File: config.mk
export PLATFORM = sky130hd
export DESIGN_NAME = universal_shift_reg
export DESIGN_NICKNAME = d
export VERILOG_FILES = /design/src/rtl/universal_shift_reg_pkg.sv /design/src/rtl/universal_shift_reg_shift_bit_counter.sv /design/src/rtl/universal_shift_reg.sv
export SDC_FILE = /design/constraint.sdc
export NUM_CORES = 1
export LEC_CHECK = 0
export CAP_MARGIN = 30
export CORE_AREA = 8 8 45 47
export CTS_CLUSTER_SIZE = 28
export DETAILED_ROUTE_END_ITERATION = 10
export DIE_AREA = 0 0 53 55
export DONT_BUFFER_PORTS = 1
export RECOVER_POWER = 50
export SYNTH_ARGS = -nofsm -noshare
export SYNTH_HDL_FRONTEND = slang
export SYNTH_SLANG_ARGS = --single-unit
File: constraint.sdc
create_clock -name clk -period 2.5 [get_ports clk]
set_input_delay 0.625 -clock clk [delete_from_list [all_inputs] [get_ports clk]]
set_output_delay 0.625 -clock clk [all_outputs]
set_load 0.02 [all_outputs]
File: src/rtl/universal_shift_reg_pkg.sv
// -----------------------------------------------------------------------------
// universal_shift_reg_pkg
// Shared definitions for the universal shift register:
//   - the operation-select encodings on the 2-bit mode port
//   - cnt_width(): the bit-counter width for a given register length
// -----------------------------------------------------------------------------
package universal_shift_reg_pkg;

    localparam logic [1:0] MODE_HOLD = 2'b00;
    localparam logic [1:0] MODE_SHR  = 2'b01;
    localparam logic [1:0] MODE_SHL  = 2'b10;
    localparam logic [1:0] MODE_LOAD = 2'b11;

    // Width of a counter that indexes shifts 0..width-1 within one word.
    function automatic int cnt_width(input int width);
        return $clog2(width);
    endfunction

endpackage

File: src/rtl/universal_shift_reg_shift_bit_counter.sv
// -----------------------------------------------------------------------------
// shift_bit_counter
// Counts shifts within a WIDTH-bit word and pulses word_done for one cycle
// after the edge that performs the WIDTH-th shift (the same edge that wraps
// the count back to 0).
// Ports:
//   clk       in   clock, rising-edge
//   rst       in   synchronous reset, active-low
//   clear     in   restart the word (parallel load); discards a partial count
//   inc       in   one shift happened this cycle
//   bit_cnt   out  shifts since the last clear, reset or wrap
//   word_done out  one-cycle pulse after a completed word
// -----------------------------------------------------------------------------
module shift_bit_counter #(
    parameter int WIDTH = 8,
    parameter int CW    = 3
) (
    input  logic          clk,
    input  logic          rst,
    input  logic          clear,
    input  logic          inc,
    output logic [CW-1:0] bit_cnt,
    output logic          word_done
);

    localparam logic [CW-1:0] CNT_MAX = CW'(WIDTH - 1);

    logic [CW-1:0] cnt_r;
    logic [CW-1:0] cnt_s;
    logic          done_r;
    logic          done_s;

    // Next count and completion flag; clear has priority over inc.
    always_comb begin
        cnt_s  = cnt_r;
        done_s = 1'b0;
        if (clear) begin
            cnt_s  = {CW{1'b0}};
            done_s = 1'b0;
        end else if (inc) begin
            if (cnt_r == CNT_MAX) begin
                cnt_s  = {CW{1'b0}};
                done_s = 1'b1;
            end else begin
                cnt_s  = cnt_r + CW'(1);
                done_s = 1'b0;
            end
        end else begin
            cnt_s  = cnt_r;
            done_s = 1'b0;
        end
    end

    // Counter and pulse registers with synchronous active-low reset.
    always_ff @(posedge clk) begin
        if (!rst) begin
            cnt_r  <= {CW{1'b0}};
            done_r <= 1'b0;
        end else begin
            cnt_r  <= cnt_s;
            done_r <= done_s;
        end
    end

    assign bit_cnt   = cnt_r;
    assign word_done = done_r;

endmodule

File: src/rtl/universal_shift_reg.sv
// -----------------------------------------------------------------------------
// universal_shift_reg
// Parametrised universal shift register usable as PISO, SIPO or SISO.
// Ports:
//   clk          in   clock, rising-edge
//   rst          in   synchronous reset, active-low; overrides en and mode
//   en           in   clock enable; 0 holds all state
//   mode         in   00 HOLD, 01 SHR, 10 SHL, 11 LOAD
//   ser_in_r     in   serial bit entering the MSB on SHR
//   ser_in_l     in   serial bit entering the LSB on SHL
//   par_in       in   parallel load data
//   q            out  register contents
//   ser_out_lsb  out  q[0], next bit out on SHR
//   ser_out_msb  out  q[WIDTH-1], next bit out on SHL
//   bit_cnt      out  shifts since the last LOAD, reset or wrap
//   word_done    out  one-cycle pulse after the WIDTH-th shift of a word
// -----------------------------------------------------------------------------
module universal_shift_reg
    import universal_shift_reg_pkg::*;
#(
    parameter int               WIDTH       = 8,
    parameter logic [WIDTH-1:0] RESET_VALUE = '0
) (
    input  logic                        clk,
    input  logic                        rst,
    input  logic                        en,
    input  logic [1:0]                  mode,
    input  logic                        ser_in_r,
    input  logic                        ser_in_l,
    input  logic [WIDTH-1:0]            par_in,
    output logic [WIDTH-1:0]            q,
    output logic                        ser_out_lsb,
    output logic                        ser_out_msb,
    output logic [cnt_width(WIDTH)-1:0] bit_cnt,
    output logic                        word_done
);

    localparam int CW = cnt_width(WIDTH);

    logic [WIDTH-1:0] q_r;
    logic [WIDTH-1:0] q_s;
    logic             shift_s;
    logic             load_s;

    // Datapath next-state: one case on mode, gated by the clock enable.
    always_comb begin
        q_s     = q_r;
        shift_s = 1'b0;
        load_s  = 1'b0;
        if (en) begin
            case (mode)
                MODE_HOLD: begin
                    q_s = q_r;
                end
                MODE_SHR: begin
                    q_s     = {ser_in_r, q_r[WIDTH-1:1]};
                    shift_s = 1'b1;
                end
                MODE_SHL: begin
                    q_s     = {q_r[WIDTH-2:0], ser_in_l};
                    shift_s = 1'b1;
                end
                MODE_LOAD: begin
                    q_s    = par_in;
                    load_s = 1'b1;
                end
                default: begin
                    q_s = q_r;
                end
            endcase
        end else begin
            q_s = q_r;
        end
    end

    // Shift register storage with synchronous active-low reset.
    always_ff @(posedge clk) begin
        if (!rst) begin
            q_r <= RESET_VALUE;
        end else begin
            q_r <= q_s;
        end
    end

    shift_bit_counter #(
        .WIDTH (WIDTH),
        .CW    (CW)
    ) u_counter (
        .clk       (clk),
        .rst       (rst),
        .clear     (load_s),
        .inc       (shift_s),
        .bit_cnt   (bit_cnt),
        .word_done (word_done)
    );

    assign q           = q_r;
    assign ser_out_lsb = q_r[0];
    assign ser_out_msb = q_r[WIDTH-1];

endmodule

## Word level (Yosys, flattened, before mapping)

Index checks and enable logic that the tools add are counted.

| storage, ports and cells | value |
|---|---|
| register bits after elaboration | 12 |
| word-level logic and storage cells | 23 |

| cells by class | value |
|---|---|
| mux-type cells | 7 |
| bitwise gates (word level) | 3 |
| reduce and logical (&&, ||, !) cells | 5 |
| equal/unequal tests | 4 |
| $add $sub $neg | 1 |

Operators by type and width:

| kind | number |
|---|---|
| 8-bit one-hot mux with 3 select lines | 1 |
| 1-bit two-way mux | 5 |
| 2-bit == test (second input constant) | 2 |
| 2-bit OR reduction | 2 |
| 3-bit by 1-bit adder with 3-bit output (second input constant) | 1 |
| 3-bit == test (second input constant) | 1 |
| 3-bit two-way mux | 1 |
| 1-bit inverter | 3 |
| 3-bit OR reduction | 1 |
| 2-bit by 1-bit == test with 1-bit output (second input constant) | 1 |
| 2-bit logical NOT | 1 |
| 2-bit AND reduction | 1 |

## Logic depth before layout (Yosys ltp)

| logic depth | value |
|---|---|
| word-level depth | 6 |
| gate-level depth with buffers | 6 |

## Modules after synthesis

A second synthesis with hierarchy kept.

| unflattened totals | value |
|---|---|
| cells, all modules | 70 |
| area total of the unflattened synthesis | 661.9 um^2 |

Modules (own cells, without submodules):

| module | times used | cells each | area an instance (um^2) |
|---|---|---|---|
| universal_shift_reg | 1 | 54 | 491.7 |
| shift_bit_counter | 1 | 16 | 170.2 |

## Worst setup path before layout

Ideal clock, no wire load.

| timing | value |
|---|---|
| path kind | input to register |
| from | in mode[0] |
| to | reg q_r[0] (netlist: q[0]) |
| path buffers | 1 |
| cell stages on the path | 6 |
| arrival time | 1381 ps |
| data required time | 2426 ps |
| setup slack | 1045 ps |
| setup time | 74 ps |
| cells stage by stage | inv_1 ha_1 and2b_4 buf_8 o21ai_2 a31oi_1 |

| between the ends | value |
|---|---|
| longest elaborated chain between the ends | 3 |
| elaborated cells between the ends (all ways) | 7 |

Ends and longest elaborated chain:

| element | RTL line | RTL |
|---|---|---|
| start: declaration | universal_shift_reg.sv:27 | `input logic [1:0] mode,` |
| branches (longest 3 deep; another with 8-bit one-hot mux with 3 select lines) | - |  |
| end signal: assignment | universal_shift_reg.sv:81 | `q_r <= q_s;` |
| end: declaration | universal_shift_reg.sv:40 | `logic [WIDTH-1:0] q_r;` |

Several ways; the timed one is not identified.
A chain may end at the register's enable or synchronous reset.

## Final worst setup path

| timing | value |
|---|---|
| from | in mode[0] |
| to | reg u_counter.cnt_r[0] (netlist: u_counter.bit_cnt[0]) |

| between the ends | value |
|---|---|
| longest elaborated chain between the ends | 4 |
| elaborated cells between the ends (all ways) | 9 |

Ends and longest elaborated chain:

| element | RTL line | RTL |
|---|---|---|
| 2-bit == test / 2-bit by 1-bit == test with 1-bit output (equally long branches) | universal_shift_reg.sv:51 | `case (mode)` |
| 2-bit OR reduction (no line) / 1-bit two-way mux (equally long branches) | - |  |
| 1-bit two-way mux, on equally long branches | universal_shift_reg.sv:51, universal_shift_reg.sv:50 |  |
| 1-bit two-way mux / 2-bit OR reduction (equally long branches) | - |  |
| end signal: assignment | universal_shift_reg_shift_bit_counter.sv:57 | `cnt_r <= {CW{1'b0}};` |
| end signal: assignment | universal_shift_reg_shift_bit_counter.sv:60 | `cnt_r <= cnt_s;` |
| end: declaration | universal_shift_reg_shift_bit_counter.sv:28 | `logic [CW-1:0] cnt_r;` |

Parallel ways exist; a longest one is shown, timed or not.

==> impl_metrics.csv <==
group,metric,value,unit
run_status,outcome,"completed",
clock_network,cts.sinks,12,
clock_network,cts_setup_buffers,0,
detailed_routing,antenna_left,0,
synthesis,postSynthAreaPerCell,9.45,µm²
floorplan,start_util,0.471,
setup_path,required,2.65,ns
flow_run,cap_violations,0,
detailed_routing,vias,528,
timing,fin_crit_sh,0.612,
floorplan,num_rows,14,
power,p_int,281,µW
setup_path,critPathKind,"input pin to flop",
grt,gr-total-overflow,0,
synthesis,yosys.area.top_type,"dfxtp_1",
timing,tightest_slew,0.560,ns
placed_design,place.gp.congestion,0.734,
timing,fin_tns_setup,0,ns
power,p_per_area,618,nW/µm²
synthesis,yosysSeqAreaShare,0.369,
grt,grt_max_degree,17,
grt,grt_use_total,0.107,
placed_design,place_area,622,µm²
power,pwr-share-clk,0.283,
floorplan,core-area,1380,µm²
clock_network,cts_htree_levels,1,
synthesis,syn_nets,89,
synthesis,yosys_warnings,0,
timing,hold_viol_final,0,
floorplan,fp.dieArea,2920,µm²
grt,grt_pass1_vias,508,
cells_and_area,stdcell_area,644,µm²
synthesis,synth_top_area_share,0.369,
clock_network,clock_path_buffers,2,
setup_path,path_max_fanout,11,
cells_and_area,diodes,0,
timing,fin_worst_skew,0.00201,ns
timing,relSlewSlack,0.627,
power,p_comb_frac,0.131,
clock_network,hold_buffers,0,
floorplan,ios,29,
clock_network,cts_tree,"done",
placed_design,port_buffers,0,
cells_and_area,filler_cell_count,140,
detailed_routing,drcViolationCount,0,
power,power_leakage,0.000242,µW
timing,rsz0062_at_grt,"false",
power,p_sw,118,µW
floorplan,die_height,55,µm
cells_and_area,layout_commonest_cell,"dfxtp_1",
timing,min_period,1.53,ns
placed_design,place_ws,0.678,ns
power,ir_worst_vdd,318,µV
power,p_sw_frac,0.295,
setup_path,crit_arrival,1.68,ns
grt,antenna_found_initial,0,
cells_and_area,layout_common_cells,"dfxtp_1, a22oi_1, nand2_1, a31oi_1, o21ai_0",
timing,worst_slack,0.970,ns
cells_and_area,final_nets,88,
synthesis,ys_types,19,
clock_network,path_clk_slew,0.07,ns
detailed_routing,via_per_inst,6.44,
floorplan,fp.dieW,53,µm
clock_network,cts-root-buf,"clkbuf_4",
detailed_routing,wl_per_cell,17.8,µm
power,seq_power_share,0.586,
timing,maxSlewViolCount,0,
cells_and_area,area_growth,-1.15,%
timing,fmaxAchievable,0.653,GHz
synthesis,ys_ff_latch,12,
setup_path,r2r_setup_slack,1.22,ns
setup_path,cp-end-kind,"flop",
grt,grt_pass1_wl,2.32,mm
synthesis,synth_cells,69,
setup_path,startpoint_type,"input pin",
clock_network,cts_resized,0,
hold_path,worstHoldPathType,"input pin to flop",
clock_network,cts_buffers,3,
timing,setup_viol,0,
synthesis,syn_area,652,µm²
synthesis,synth.area.top_cells,"dfxtp_1, ha_1, a22oi_1",
detailed_routing,first_pass_iters,6,
detailed_routing,wirelength,1.46,mm
clock_network,insertion_delay,0.26,ns
cells_and_area,drive_gt1_frac,0.121,
detailed_routing,drt_iter0_markers,11,
logic make-up (layout without fill, tap and decap cells):
family	Yosys count	after routing	share of synthesized area
compound gates	28	28	0.296
flops	12	12	0.369
simple gates	16	16	0.152
buf+inv	8	5	0.0883
fa+ha+maj	5	5	0.0960
Yosys cell counts (all sizes together):
cell / count
and2b: 2
clkbuf: 1
a31oi: 8
and4: 1
ha: 5
nand2: 8
nor2: 2
nor2b: 3
a32oi: 3
buf: 5
o21ai: 9
a22oi: 8
inv: 2
dfxtp: 12
critical path, stage by stage:
cell and delay (ns):
ha_1 0.49, and2b_1 0.29, a32oi_1 0.21, nor2b_1 0.06
power groups by stage:
| stage | clock network [µW] | registers (µW) | logic [µW] |
|---|---|---|---|
| after detailed placement | 0 | 239 | 52.2 |
| final | 113 | 234 | 52.2 |
| after global placement | 0 | 239 | 50.5 |
| after floorplan | 0 | 231 | 57.0 |
| after global routing | 128 | 236 | 58.5 |
| after CTS | 118 | 234 | 52.4 |
per-layer routing:
metal	global-route usage	share of wire
met1	0.106	0.42
met2	0.178	0.47
met3	0.0455	0.11
met4	0.0776	0.0068
met5	0	0
area by class of cell:
type,instances,area [µm²],area share
Multi-Input combinational cell,49,354,0.550
Inverter,2,7.51,0.0117
Tap cell,16,20.0,0.0311
Clock buffer,3,22.5,0.0350
Sequential cell,12,240,0.373
metrics by stage:
step	hold slack, ns	instances	total power [µW]	utilization
finish	0.466	82	398	0.466
global route	0.460	82	422	0.466
CTS	0.457	82	405	0.466
detailed placement	0.599	79	291	0.449
global placement	0.594	79	289	0.449
floorplan	0.564	69	288	-
registers in the layout, summed over array words and instances, names as in the netlist:
register / count
u_counter.word_done: 1
u_counter.bit_cnt: 3
q: 8
worst paths after layout:
kind                                      startpoint                    to  cells past startpoint
worst max register to register  u_counter.bit_cnt[0]  u_counter.bit_cnt[0]                      5
worst min register to register                  q[4]                  q[3]                      2
worst min-delay path                             rst                  q[1]                      2
worst max-delay path                         mode[0]  u_counter.bit_cnt[0]                      4
Power figures use the tool's default switching activity.
